File: src/rtl/nn_inference_sequencer.sv
// Frame-level sequencer for the jet-tagging inference core.
// Accepts one feature frame, launches the core, waits (with a watchdog)
// for the result, then holds the class scores for a valid/ready consumer.
// Only one frame is ever in flight.
module nn_inference_sequencer #(
    parameter int WIDTH          = 16,
    parameter int NFRAC          = 10,
    parameter int INPUT_SIZE     = 16,
    parameter int OUTPUT_SIZE    = 5,
    parameter int TIMEOUT_CYCLES = 1024,
    parameter int CNT_WIDTH      = 32
) (
    input  logic                                    clk,
    input  logic                                    reset,
    input  logic                                    s_valid,
    output logic                                    s_ready,
    input  logic [INPUT_SIZE-1:0][WIDTH-1:0]        s_data,
    output logic                                    core_start,
    output logic [INPUT_SIZE-1:0][WIDTH-1:0]        core_in_data,
    input  logic                                    core_done,
    input  logic [OUTPUT_SIZE-1:0][WIDTH-1:0]       core_out_data,
    output logic                                    m_valid,
    input  logic                                    m_ready,
    output logic [OUTPUT_SIZE-1:0][WIDTH-1:0]       m_data,
    output logic                                    busy,
    output logic                                    timeout_err,
    input  logic                                    clear_err,
    output logic [CNT_WIDTH-1:0]                    frame_count,
    output logic [CNT_WIDTH-1:0]                    last_latency
);

    // Wait counter must hold TIMEOUT_CYCLES itself.
    localparam int CW = $clog2(TIMEOUT_CYCLES + 1);
    localparam logic [CW-1:0] TMO = CW'(TIMEOUT_CYCLES);

    typedef enum logic [1:0] {
        IDLE   = 2'd0,
        LAUNCH = 2'd1,
        WAIT   = 2'd2,
        HOLD   = 2'd3
    } state_t;

    state_t                               state_q, state_d;
    logic [INPUT_SIZE-1:0][WIDTH-1:0]     in_q, in_d;
    logic [OUTPUT_SIZE-1:0][WIDTH-1:0]    out_q, out_d;
    logic [CW-1:0]                        cnt_q, cnt_d;
    logic [CNT_WIDTH-1:0]                 lat_q, lat_d;
    logic [CNT_WIDTH-1:0]                 fcnt_q, fcnt_d;
    logic                                 err_q, err_d;
    logic [CW-1:0]                        wait_cnt;
    logic                                 err_set;

    // cnt_q counts completed WAIT cycles; wait_cnt is the 1-based index of
    // the current WAIT cycle, so a core answering N cycles after the start
    // pulse reports latency N.
    assign wait_cnt = cnt_q + CW'(1);

    // Handshake/status outputs decode straight from the state. s_ready is
    // also gated by reset so it reads 0 while reset is held.
    assign s_ready      = (state_q == IDLE) && reset;
    assign core_start   = (state_q == LAUNCH);
    assign m_valid      = (state_q == HOLD);
    assign busy         = (state_q != IDLE);
    assign core_in_data = in_q;
    assign m_data       = out_q;
    assign timeout_err  = err_q;
    assign frame_count  = fcnt_q;
    assign last_latency = lat_q;

    // State and datapath registers; reset discards any in-flight frame.
    always_ff @(posedge clk or negedge reset) begin
        if (!reset) begin
            state_q <= IDLE;
            in_q    <= '0;
            out_q   <= '0;
            cnt_q   <= '0;
            lat_q   <= '0;
            fcnt_q  <= '0;
            err_q   <= 1'b0;
        end else begin
            state_q <= state_d;
            in_q    <= in_d;
            out_q   <= out_d;
            cnt_q   <= cnt_d;
            lat_q   <= lat_d;
            fcnt_q  <= fcnt_d;
            err_q   <= err_d;
        end
    end

    // Next-state and register updates for the frame sequence.
    always_comb begin
        state_d = state_q;
        in_d    = in_q;
        out_d   = out_q;
        cnt_d   = cnt_q;
        lat_d   = lat_q;
        fcnt_d  = fcnt_q;
        err_set = 1'b0;
        unique case (state_q)
            IDLE: begin
                if (s_valid) begin
                    in_d    = s_data;
                    state_d = LAUNCH;
                end
            end
            LAUNCH: begin
                cnt_d   = '0;
                state_d = WAIT;
            end
            WAIT: begin
                cnt_d = wait_cnt;
                // A result arriving on the last allowed cycle still counts.
                if (core_done) begin
                    out_d   = core_out_data;
                    lat_d   = CNT_WIDTH'(wait_cnt);
                    state_d = HOLD;
                end else if (wait_cnt == TMO) begin
                    err_set = 1'b1;
                    state_d = IDLE;
                end
            end
            HOLD: begin
                if (m_ready) begin
                    fcnt_d  = fcnt_q + CNT_WIDTH'(1);
                    state_d = IDLE;
                end
            end
            default: state_d = IDLE;
        endcase
        // Sticky watchdog flag: a new abort beats a simultaneous clear.
        if (err_set)        err_d = 1'b1;
        else if (clear_err) err_d = 1'b0;
        else                err_d = err_q;
    end

endmodule
File: config.mk
export PLATFORM = sky130hd
export DESIGN_NAME = nn_inference_sequencer
export DESIGN_NICKNAME = d
export VERILOG_FILES = /design/src/rtl/nn_inference_sequencer.sv
export SDC_FILE = /design/constraint.sdc
export NUM_CORES = 1
export LEC_CHECK = 0
export ABC_AREA = 1
export CAP_MARGIN = 40
export CORE_AREA = 2 2 288 290
export CTS_CLUSTER_SIZE = 10
export DETAILED_ROUTE_END_ITERATION = 6
export DIE_AREA = 0 0 290 292
export PLACE_DENSITY = 0.46
export SETUP_SLACK_MARGIN = 0.5
export SLEW_MARGIN = 20
export SYNTH_ARGS = -nofsm -noshare
export SYNTH_HDL_FRONTEND = slang
export SYNTH_SLANG_ARGS = --single-unit
File: constraint.sdc
create_clock -name clk -period 3.3 [get_ports clk]
set_input_delay 0.66 -clock clk [delete_from_list [all_inputs] [get_ports clk]]
set_output_delay 0.66 -clock clk [all_outputs]
set_load 0.05 [all_outputs]
==> results of run 1 <==
-- through the flow --
stage,hold slack (ps),utilization,total power (uW)
2_1_floorplan,364,-,18500
3_3_place_gp,463,0.296,24700
3_5_place_dp,464,0.296,24800
4_1_cts,479,0.314,30300
5_1_grt,489,0.315,31200
6_report,475,0.315,29800
-- metal layers --
metal	track usage	vias to the layer above	share of wire
met4	0.0485	2	0.032
met2	0.239	482	0.51
met5	0	-	0.00023
met1	0.145	5814	0.38
li1	-	5557	-
met3	0.0426	105	0.074
-- final cells by class --
class	instances	area, sq um
repair buffers	748	7550
well taps	1070	1340
clock buffers	76	1440
fillers	8270	55900
flip-flops and latches	393	9830
multi-input cells	758	5270
clock inverters	9	96.3
diodes	3	7.51
inverters	45	170
-- registers in the layout, summed over array words and instances (netlist names) --
signal	cells
frame_count	32
timeout_err	1
core_in_data	256
last_latency	11
state_q	2
cnt_q	11
m_data	80
-- kinds of logic (layout without fill, tap and decap cells) --
group,after synthesis,count (layout)
buffers and inverters,114,878
other,1,24
adder cells (fa/ha/maj),7,7
multiplexers,256,256
AND/OR/NAND/NOR,413,413
AO/OA/AOI/OAI,30,30
XOR/XNOR,31,31
flip-flops,393,393
-- power by group --
group	internal (uW)	total, uW	switching (uW)
Clock	3060	5200	2140
Sequential	6950	8160	1210
Combinational	5760	16400	10600
Total	15800	29800	14000
-- worst reg2reg max path: stages, from the launching register on --
cell	delay, ps
dfrtp_1	420
inv_1	110
ha_1	280
nand2_4	350
buf_12	380
mux2_2	470
-- cell usage after synthesis --
| master | instances |
|---|---|
| o22ai_1 | 9 |
| buf_4 | 21 |
| nand4_2 | 2 |
| a21oi_1 | 1 |
| nor2_1 | 27 |
| nand3_2 | 4 |
| nand2_4 | 2 |
| o21ai_0 | 15 |
| nand2_2 | 3 |
| buf_2 | 31 |
| o21bai_1 | 1 |
| a31oi_1 | 2 |
| clkbuf_1 | 17 |
| nor4_1 | 1 |
| nor2_2 | 6 |
| nor3_1 | 7 |
| o21ai_1 | 1 |
| a21oi_2 | 1 |
| nand4_1 | 9 |
| dfrtp_1 | 393 |
| nor3_2 | 4 |
| clkinv_2 | 1 |
| or2_2 | 1 |
| xor2_1 | 12 |
| nand3b_4 | 1 |
| inv_2 | 2 |
| nor2_8 | 1 |
| xnor2_1 | 19 |
| conb_1 | 1 |
| nand2_1 | 325 |
| nand3_1 | 17 |
| mux2_2 | 256 |
| nand3b_1 | 1 |
| inv_1 | 42 |
| ha_1 | 7 |
| nor2_4 | 2 |
-- worst paths after layout --
check / slack, ps / start / end / cells past startpoint
worst max-delay path: 680 / frame_count[29]$_DFFE_PN0P_ / frame_count[29] / 1
worst min-delay path: 480 / m_data[3]$_DFFE_PN0P_ / m_data[3]$_DFFE_PN0P_ / 2
worst max register to register: 1190 / state_q[0]$_DFFE_PN0P_ / core_in_data[212]$_DFFE_PN0P_ / 5
worst min register to register: 480 / m_data[3]$_DFFE_PN0P_ / m_data[3]$_DFFE_PN0P_ / 2
max in group asynchronous: 1360 / reset / m_data[28]$_DFFE_PN0P_ / 4
min in group asynchronous: 570 / reset / core_in_data[39]$_DFFE_PN0P_ / 2
-- timing repair --
item	4_1_cts	5_1_grt
hold endpoints to repair	39	0
resized for setup	3	2
hold buffers	1	0
pin swaps	0	0
buffers inserted	0	0
endpoints found under the setup margin	3	1
==> out/qor.yml, run 1 <==
worst_setup_path:
  cp-end-kind: "output port"
  cp-start-kind: "flip-flop"
  slowest_delay_ps: 920
  crit_required_ps: 2640
  path_cells: "clkdlybuf4s50_1"
  critical_path_class: "reg -> out"
  cp.buffers_inverters: 1
  critPathArrivalTime_ps: 1960
  slowest_stage: "clkdlybuf4s50_1"
  critPathMaxFanout: 5
  path_delay_family: "buffers and inverters"
clocking:
  clk_path_buf_depth: 3
  cts-buffers-inserted: 50
  root_buffer: "clkbuf_16"
  clk_pin_slew_worst_paths_ps: 50
  cts_tree: "yes"
  cts.sinks: 393
  htree_levels: 2
  clk_latency_ps: 590
sta:
  fin_tns_setup_ps: 0
  grt_setup_unrepaired: "no"
  slew_headroom: 0.409
  skew_ps: 19.3
  report.final.slew_viol_count: 0
  fmax_mhz: 382
  setup_viol: 0
  hold_viol: 0
  layout_setup_ws_ps: 684
  period_share: 0.793
  tightest_slew_ps: 886
  period_needed_ps: 2620
synth:
  yosys_register_bits: 393
  synthTopCellsByArea: "dfrtp_1, mux2_2, nand2_1"
  syn_avg_cell_area_sq_um: 12.5
  yosys_warnings: 0
  yosys.area.top_type: "dfrtp_1"
  syn_area_sq_um: 15600
  seq_area_frac_synth: 0.632
  synthAdderAreaFrac: 0.00563
  synth_top_family_by_area: "multiplexers"
  synth_compound_area_frac: 0.0109
  synthMuxAreaShare: 0.185
  synth_top_area_frac: 0.632
  synthXorXnorAreaFrac: 0.0174
  synth_cell_types: 36
  synthSimpleGateAreaFrac: 0.113
  syn_inst: 1245
floorplan:
  die_x_microns: 290
  dieArea_sq_um: 84700
  die_height_microns: 292
  row_count: 105
  fp.coreArea_sq_um: 81600
  initial_core_util: 0.191
  io_pins: 747
place:
  portBuffers: 725
  numPlacedInstances: 3011
  placed_area_sq_um: 24100
  pre_cts_ws_ps: 756
  hpwl_mm: 43.1
  place_congestion: 0.830
global_routing:
  antenna_found_initial: 6
  grt_pass1_vias: 13056
  gr-usage-all-layers: 0.133
  gr-total-overflow: 0
  grt_pass1_wl_mm: 85.7
  grt_max_degree: 173
routing:
  vias: 11960
  wl_mm: 57.2
  wl_per_cell_microns: 18.4
  drc: 0
  drt-vias-per-instance: 3.86
  firstDrtPassIters: 5
  ant_nets: 0
  initialDrtViolationCount: 479
outcome:
  outcome: "completed"
power:
  ir_drop_mv: 0.589
  p_per_area_nw_per_um2: 1160
  power_leakage_uw: 0.0110
finish:
  final_cells: 3102
  syn2layout_area_growth_pct: 65.2
  drive_gt1_frac: 0.188
  final_common_cell: "clkdlybuf4s50_1"
  nets: 2345
  final_cell_mix: "clkdlybuf4s50_1, dfrtp_1, nand2_1, mux2_2, clkbuf_16"
  final_cell_area_sq_um: 25700
run:
  maxCapViolCount: 0
hold_path:
  hold_class: "reg -> reg"
Power figures use the tool's default switching activity.
==> inputs of run 2 (changes only) <==
--- a/config.mk
+++ b/config.mk
@@ -11,7 +11,7 @@
 export CTS_CLUSTER_SIZE = 10
 export DETAILED_ROUTE_END_ITERATION = 6
 export DIE_AREA = 0 0 290 292
-export PLACE_DENSITY = 0.46
+export PLACE_DENSITY = 0.47
 export SETUP_SLACK_MARGIN = 0.5
 export SLEW_MARGIN = 20
 export SYNTH_ARGS = -nofsm -noshare
==> constraint.sdc (replaced) <==
create_clock -name clk -period 2.15 [get_ports clk]
set_input_delay 0.43 -clock clk [delete_from_list [all_inputs] [get_ports clk]]
set_output_delay 0.43 -clock clk [all_outputs]
set_load 0.05 [all_outputs]
==> out/qor.yml, run 2 (synthesis gave the netlist of run 1 again) <==
outcome:
  outcome: "completed"
hold_path:
  worst_hold_path.endpoint: "m_data[31]$_DFFE_PN0P_"
  hold_class: "in -> reg"
  worstHoldStart: "core_out_data[31]"
  min_delay_path_depth: 3
finish:
  syn2layout_area_growth_pct: 72.9
  drive_gt1_frac: 0.439
  final_cell_mix: "dfrtp_1, clkdlybuf4s50_1, nand2_1, buf_4, mux2_2"
  final_common_cell: "dfrtp_1"
  num-fill-cells: 8255
  final_cells: 3203
  largest_reg_flops: 256
  nets: 2458
power:
  p_total_uw: 46600
  clkPwrFrac: 0.164
  p_int_uw: 24500
  seq_power_share: 0.270
  pwr-share-comb: 0.566
  p_per_area_nw_per_um2: 1730
  net-switching-power_uw: 22100
  power_leakage_uw: 0.0125
  swShare: 0.475
  ir_drop_mv: 0.872
sta:
  fmax_mhz: 521
  layout_setup_ws_ps: 230
  setup_viol: 0
  fin_tns_setup_ps: 0
  skew_ps: 12.7
  grt_setup_unrepaired: "yes"
  period_share: 0.893
  report.final.slew_viol_count: 0
  period_needed_ps: 1920
  hold_viol: 0
  tightest_slew_ps: 783
  slew_headroom: 0.478
worst_setup_path:
  slowest_delay_ps: 390
  crit_top_cell: "inv_2"
  r2r_cells: 8
  critical_path_class: "reg -> out"
  path_delay_family: "flip-flops"
  crit_required_ps: 1720
  rr_endpoint: "core_in_data[180]$_DFFE_PN0P_"
  slowest_stage: "dfrtp_1"
  cp-end-kind: "output port"
  cp.buffers_inverters: 3
  r2r-start: "state_q[0]$_DFFE_PN0P_"
  critPathArrivalTime_ps: 1490
  path_cells: "inv_2, ha_4, nand2_2, inv_2, buf_12"
  rrSetupSlack_ps: 330
  critPathMaxFanout: 3
  cp-start-kind: "flip-flop"
routing:
  ant_nets: 0
  top_layer: "met5"
  firstDrtPassIters: 6
  wl_met2_mm: 32.0
  routed-wl-met3_mm: 4.51
  drt-met1-wl_mm: 24.9
  drt-vias-per-instance: 3.92
  wl_per_cell_microns: 19.5
  drc: 0
  wl_mm: 62.6
  vias: 12559
  initialDrtViolationCount: 391
place:
  portBuffers: 725
  pre_cts_ws_ps: 24.6
  numPlacedInstances: 3038
  hpwl_mm: 43.4
  place_congestion: 0.813
global_routing:
  grt_pass1_vias: 13276
  antenna_found_initial: 3
  gr-usage-all-layers: 0.132
  grt_max_degree: 100
  gr-total-overflow: 0
  grt_pass1_wl_mm: 86.2
clocking:
  htree_levels: 2
  cts_tree: "yes"
  root_buffer: "clkbuf_16"
  cts.sinks: 393
  clk_pin_slew_worst_paths_ps: 60
  clk_latency_ps: 570
  cts-buffers-inserted: 48
  clk_path_buf_depth: 3
floorplan:
  row_count: 105
  die_height_microns: 292
  initial_core_util: 0.191
  io_pins: 747
  fp.coreArea_sq_um: 81600
  die_x_microns: 290
  dieArea_sq_um: 84700
run:
  maxCapViolCount: 0
-- run 2: per-layer routing --
layer  vias to the layer above  track usage
met5                         -            0
met1                      6225        0.146
met3                        77       0.0487
met4                         4       0.0315
li1                       5787            -
met2                       466        0.239
-- run 2: worst register-to-register path, stage by stage (launching register included) --
cell and delay, ps:
dfrtp_1 360, inv_2 70, ha_4 180, buf_4 150, nand2_8 130, buf_16 200, buf_6 140, clkbuf_16 140
mux2_2 330
-- run 2: area by class of cell --
class / count / area (sq um) / share of cell area
clock buffers: 69 / 1400 / 0.0521
well taps: 1070 / 1340 / 0.0498
diodes: 1 / 2.50 / 0.0000930
repair buffers: 863 / 8440 / 0.314
flip-flops and latches: 393 / 9880 / 0.367
clock inverters: 4 / 33.8 / 0.00126
inverters: 45 / 181 / 0.00674
multi-input cells: 758 / 5630 / 0.209
-- run 2: how the worst max path moves through the flow --
| stage | endpoint | slack, ps | depth (start not counted) | start |
|---|---|---|---|---|
| 2_1_floorplan | frame_count[27]$_DFFE_PN0P_ | 410 | 9 | state_q[0]$_DFFE_PN0P_ |
| 3_3_place_gp | frame_count[28]$_DFFE_PN0P_ | -50 | 8 | m_ready |
| 3_5_place_dp | frame_count[27]$_DFFE_PN0P_ | 20 | 9 | m_ready |
| 4_1_cts | busy | 120 | 4 | state_q[0]$_DFFE_PN0P_ |
| 5_1_grt | s_ready | 160 | 5 | state_q[0]$_DFFE_PN0P_ |
| 6_report | s_ready | 230 | 5 | state_q[0]$_DFFE_PN0P_ |
-- run 2: repair_timing --
item,in CTS,in global routing
hold buffers,5,0
hold endpoints to repair,25,0
resized for setup,1035,1069
pin swaps,1,17
cloned,0,34
buffers inserted,16,36
setup endpoints to repair,664,612
-- run 2: power groups by stage --
stage                     registers, uW  clock network [uW]  logic (uW)
after global routing              13000                8210       27400
after floorplan                   23700                   0        4830
final                             12600                7630       26300
after detailed placement          12600                   0       25600
after global placement            12500                   0       25600
after CTS                         12500                7930       24200
-- run 2: through the flow --
stage                      util  instance area [sq um]  hold slack [ps]
final                     0.330                  26900              389
after global routing      0.330                  26900              373
after CTS                 0.313                  25500              342
after detailed placement  0.299                  24400              357
after global placement    0.299                  24400              355
after floorplan               -                  15800              134
